<file path="config.mk">
export PLATFORM = sky130hd
export DESIGN_NAME = hdr_recover_dispatcher
export DESIGN_NICKNAME = d
export VERILOG_FILES = /design/src/rtl/hdr_recover_dispatcher.sv
export SDC_FILE = /design/constraint.sdc
export NUM_CORES = 1
export LEC_CHECK = 0
export ABC_AREA = 1
export CORE_AREA = 4 4 86 96
export DETAILED_ROUTE_END_ITERATION = 10
export DIE_AREA = 0 0 90 100
export PLACE_DENSITY_LB_ADDON = 0.1
export SLEW_MARGIN = 20
export SYNTH_ARGS = -nofsm -noshare
export SYNTH_HDL_FRONTEND = slang
export SYNTH_SLANG_ARGS = --single-unit
</file>
<file path="constraint.sdc">
create_clock -name clk -period 1.5 [get_ports clk]
set_input_delay 0.3 -clock clk [delete_from_list [all_inputs] [get_ports clk]]
set_output_delay 0.3 -clock clk [all_outputs]
set_load 0.05 [all_outputs]
</file>
<file path="src/rtl/hdr_recover_dispatcher.sv">
// hdr_recover_dispatcher: walks every pixel of a frame, fetches its exposure
// bytes from the image buffer, runs them through the HDR recover engine and
// writes the engine result to the output frame buffer at the same address.
module hdr_recover_dispatcher #(
    parameter int unsigned IMAGE_NUMBER = 4,
    parameter int unsigned PIXEL_COUNT  = 1024,
    parameter int unsigned ADDR_W       = 10,
    parameter int unsigned TIMEOUT      = 15
) (
    input  logic                      clk,
    input  logic                      rst_n,
    input  logic                      frame_start,
    output logic                      busy,
    output logic                      frame_done,
    output logic                      error,
    output logic                      rd_en,
    output logic [ADDR_W-1:0]         rd_addr,
    input  logic [IMAGE_NUMBER*8-1:0] rd_data,
    output logic                      calculate_start,
    output logic [IMAGE_NUMBER*8-1:0] images,
    input  logic                      calculate_finish,
    input  logic [7:0]                calculate_result,
    output logic                      wr_en,
    output logic [ADDR_W-1:0]         wr_addr,
    output logic [7:0]                wr_data
);

    localparam int unsigned DATA_W = IMAGE_NUMBER * 8;
    localparam int unsigned WAIT_W = (TIMEOUT > 1) ? $clog2(TIMEOUT) : 1;
    localparam int unsigned ST_W   = 3;

    localparam logic [ST_W-1:0] S_IDLE  = 3'd0;
    localparam logic [ST_W-1:0] S_READ  = 3'd1;
    localparam logic [ST_W-1:0] S_LATCH = 3'd2;
    localparam logic [ST_W-1:0] S_ISSUE = 3'd3;
    localparam logic [ST_W-1:0] S_WAIT  = 3'd4;
    localparam logic [ST_W-1:0] S_WRITE = 3'd5;
    localparam logic [ST_W-1:0] S_DONE  = 3'd6;

    logic [ST_W-1:0]   r_state;
    logic [ST_W-1:0]   w_next_state;
    logic [ADDR_W-1:0] r_pix_cnt;
    logic [WAIT_W-1:0] r_wait_cnt;
    logic [DATA_W-1:0] r_images;
    logic [7:0]        r_wr_data;
    logic              r_error;
    logic              r_busy;
    logic              r_rd_en;
    logic              r_calc_start;
    logic              r_wr_en;
    logic              r_frame_done;
    logic              w_last_pix;
    logic              w_wait_expired;

    assign w_last_pix     = (r_pix_cnt == ADDR_W'(PIXEL_COUNT - 1));
    assign w_wait_expired = (r_wait_cnt == WAIT_W'(TIMEOUT - 1));

    // State register
    always_ff @(posedge clk or negedge rst_n) begin
        if (!rst_n) begin
            r_state <= S_IDLE;
        end else begin
            r_state <= w_next_state;
        end
    end

    // Next-state decode; an engine finish beats a coincident timeout
    always_comb begin
        w_next_state = r_state;
        case (r_state)
            S_IDLE:  if (frame_start) w_next_state = S_READ;
            S_READ:  w_next_state = S_LATCH;
            S_LATCH: w_next_state = S_ISSUE;
            S_ISSUE: w_next_state = S_WAIT;
            S_WAIT: begin
                if (calculate_finish) begin
                    w_next_state = S_WRITE;
                end else if (w_wait_expired) begin
                    w_next_state = S_DONE;
                end
            end
            S_WRITE: w_next_state = w_last_pix ? S_DONE : S_READ;
            S_DONE:  w_next_state = S_IDLE;
            default: w_next_state = S_IDLE;
        endcase
    end

    // Pixel/wait counters, operand latch, result capture and sticky error
    always_ff @(posedge clk or negedge rst_n) begin
        if (!rst_n) begin
            r_pix_cnt  <= '0;
            r_wait_cnt <= '0;
            r_images   <= '0;
            r_wr_data  <= '0;
            r_error    <= 1'b0;
        end else begin
            case (r_state)
                S_IDLE: begin
                    if (frame_start) begin
                        r_error   <= 1'b0;
                        r_pix_cnt <= '0;
                    end
                end
                S_LATCH: r_images   <= rd_data;
                S_ISSUE: r_wait_cnt <= '0;
                S_WAIT: begin
                    if (calculate_finish) begin
                        r_wr_data <= calculate_result;
                    end else if (w_wait_expired) begin
                        r_error <= 1'b1;
                    end else begin
                        r_wait_cnt <= r_wait_cnt + WAIT_W'(1);
                    end
                end
                S_WRITE: begin
                    if (!w_last_pix) begin
                        r_pix_cnt <= r_pix_cnt + ADDR_W'(1);
                    end
                end
                default: ;
            endcase
        end
    end

    // Strobes registered from the next state so they align with the state they decode
    always_ff @(posedge clk or negedge rst_n) begin
        if (!rst_n) begin
            r_busy       <= 1'b0;
            r_rd_en      <= 1'b0;
            r_calc_start <= 1'b0;
            r_wr_en      <= 1'b0;
            r_frame_done <= 1'b0;
        end else begin
            r_busy       <= (w_next_state != S_IDLE);
            r_rd_en      <= (w_next_state == S_READ);
            r_calc_start <= (w_next_state == S_ISSUE);
            r_wr_en      <= (w_next_state == S_WRITE);
            r_frame_done <= (w_next_state == S_DONE);
        end
    end

    assign busy            = r_busy;
    assign frame_done      = r_frame_done;
    assign error           = r_error;
    assign rd_en           = r_rd_en;
    assign rd_addr         = r_pix_cnt;
    assign calculate_start = r_calc_start;
    assign images          = r_images;
    assign wr_en           = r_wr_en;
    assign wr_addr         = r_pix_cnt;
    assign wr_data         = r_wr_data;

endmodule

</file>
==> impl_metrics.csv <==
group,metric,value,unit
finish,fin_area,4970,um^2
power_and_ir_drop,p_sw,4970,uW
sta,layout_min_cycle_time,1430,ps
die,initial_core_util,0.381,
clock_network,cts_root_buf,"clkbuf_8",
clock_network,numCtsBuffers,9,
placement,hpwl,5200,um
die,pin_count,110,
worst_setup_path,cp_cell_sequence,"buf_6 -> buf_12",
worst_setup_path,critPathRequiredTime,1200,ps
sta,finalCritPeriodShare,0.951,
power_and_ir_drop,combPwrFrac,0.594,
die,fp.coreArea,7310,um^2
route,drt-total-wl,6980,um
power_and_ir_drop,peakVddDrop,1.49,mV
power_and_ir_drop,power_density,2260,nW/um^2
clock_network,cts_buffer_depth,2,
finish,fin_util,0.680,
placement,dp.cells,523,
power_and_ir_drop,seqPwrFrac,0.274,
finish,fin_cells,539,
worst_setup_path,crit_family,"flip-flops",
global_routing,grt_usage,0.164,
clock_network,clk_latency,340,ps
finish,final_nets,495,
power_and_ir_drop,p_leak,0.00240,uW
die,placementRows,33,
sta,timing.fmax,701,MHz
yosys,synthCells,329,
route,num_vias,2488,
yosys,synth_top_flop_cell,"dfrtp_1",
worst_setup_path,worstSetupStartpointType,"flop",
worst_setup_path,critPathMaxStageDelay,490,ps
sta,holdWs,493,ps
worst_setup_path,crit_fanout,9,
die,chipHeight,100,um
yosys,synth-edff-count,0,
route,ant_nets,0,
yosys,yosysSeqAreaShare,0.566,
finish,antenna_cells,0,
global_routing,overflow,0,
power_and_ir_drop,intPower,6250,uW
yosys,yosys_warnings,0,
finish,drive_gt1_frac,0.283,
route,dr.pass1.iters,4,
clock_network,cts.sinks,63,
yosys,ys_ff_latch,63,
yosys,syn_area,2780,um^2
worst_setup_path,critPathCaptureType,"output port",
power_and_ir_drop,power,11200,uW
sta,tightest_slew,342,ps
route,drc,0,
global_routing,grt_antenna_before_repair,0,
power_and_ir_drop,switching_share,0.443,
placement,portBuffers,109,
finish,final_cell_mix,"nand2_1 (152), buf_12 (69), dfrtp_1 (55)",
yosys,async_flop_share,1.00,
finish,final_common_cell,"nand2_1",
sta,maxSlewViolCount,0,
yosys,synth_cell_types,24,
sta,fin_skew,7.30,ps
sta,setup_violations,0,
yosys,yosysTopAreaCellShare,0.566,
die,die_area,9000,um^2
finish,area_growth,78.6,%
run_status,status,"complete, no violations",
worst_setup_path,worst_ep_arrival_time,1130,ps
yosys,syn_area_per_cell,8.46,um^2
clock_network,cts_tree,"yes",
hold_path,min_path_type,"input pin to flop",
route,vias_per_cell,4.62,
yosys,ys_top_cells_by_area,"dfrtp_1 (57%), nand2_1 (21%), nand3_1 (3.8%), inv_1 (3.1%), buf_4 (3.0%)",
sta,grt_setup_unrepaired,"yes",
global_routing,grt_pass1_vias,2518,
route,drt-initial-drc-count,96,
yosys,synth_nets,376,
sta,final_hold_viol_count,0,
power_and_ir_drop,clkPwrFrac,0.132,
worst_setup_path,critPathBufInv,2,
global_routing,grt_max_degree,64,
clock_network,cts.clk_slew.worst_paths,70,ps
yosys,yosysTopAreaCell,"dfrtp_1",
worst_setup_path,crit_type,"flop to output port",
die,die-width,90,um
global_routing,grt_pass1_wl,11800,um
flow_run,maxCapViolCount,0,
route,wire_per_inst,12.9,um
sta,slew_headroom,0.772,
worst_setup_path,cp_slowest_cell,"dfrtp_4",
placement,place_area,4730,um^2
placement,gp_congestion,0.798,
clock_network,cts_max_level,3,
-- power by group through the flow --
stage	clock network, uW	registers [uW]	logic [uW]
floorplan	0	4860	1320
global placement	0	3070	6610
detailed placement	0	3100	6680
CTS	1530	3070	6690
global route	1620	3160	7050
finish	1480	3070	6660
-- Yosys cell counts (2+ instances only) --
master and n:
nor2_1 12, inv_1 23, clkbuf_1 3, buf_4 11, inv_2 2, nand4_1 5
nand2_1 157, o21ai_2 3, xor2_1 2, buf_2 3, o21ai_0 11, ha_1 3
nand3_1 21, dfrtp_1 63
-- routing by layer --
layer  vias to the layer above  global-route usage  part of all wire
met5                         -                   0                 0
met4                         0              0.0671             0.017
met3                         9              0.0840              0.11
met2                        77               0.268              0.49
met1                      1157               0.182              0.39
li1                       1245                   -                 -
-- worst min-delay path, stage by stage --
cell and delay (ps):
clkdlybuf4s50_1 400, nand2_1 60, nand2_1 40
-- cell families after synthesis --
group	count (synthesis)	synth area share
AO/OA/AOI/OAI	16	0.0378
adder cells (fa/ha/maj)	3	0.0135
AND/OR/NAND/NOR	201	0.299
buffers and inverters	44	0.0773
flip-flops	63	0.566
XOR/XNOR	2	0.00629
-- path summary, 6_finish.rpt --
kind                            slack, ps  cells past startpoint                        end              startpoint
worst min-delay path                  490                      3     images[10]$_DFFE_PN0N_             rd_data[10]
worst max register to register        100                      8             busy$_DFF_PN0_  rd_addr[0]$_DFFE_PN0P_
max in group asynchronous             700                      3     rd_addr[4]$_DFFE_PN0P_                   rst_n
min in group asynchronous             510                      3  r_wait_cnt[0]$_DFFE_PN0P_                   rst_n
worst max-delay path                   70                      2                 wr_addr[0]  rd_addr[0]$_DFFE_PN0P_
worst min register to register        540                      2     wr_data[2]$_DFFE_PN0P_  wr_data[2]$_DFFE_PN0P_
-- final cells by class --
| class | count | area (um^2) |
|---|---|---|
| fillers | 570 | 2340 |
| repair buffers | 125 | 1910 |
| flip-flops and latches | 63 | 1590 |
| multi-input cells | 222 | 1060 |
| clock buffers | 12 | 155 |
| inverters | 27 | 109 |
| well taps | 87 | 109 |
| clock inverters | 3 | 42.5 |
-- registers in the layout, summed over array words and instances (netlist names) --
register / cells
busy: 1
calculate_start: 1
error: 1
frame_done: 1
images: 32
r_state: 3
r_wait_cnt: 4
rd_addr: 10
rd_en: 1
wr_data: 8
wr_en: 1
-- through the flow --
step           TNS, ps  setup WS, ps
2_1_floorplan     -159         -30.8
3_3_place_gp      -240         -53.3
3_5_place_dp      -777          -104
4_1_cts              0          10.5
5_1_grt          -14.5         -13.7
6_report             0          73.1
-- what timing repair did --
item	in CTS	in global routing
endpoints found under the hold margin	63	0
endpoints found under the setup margin	0	19
buffers inserted	0	0
hold buffers	1	0
gates resized for setup	0	11
No activity file was read; power rests on OpenSTA's default activity.
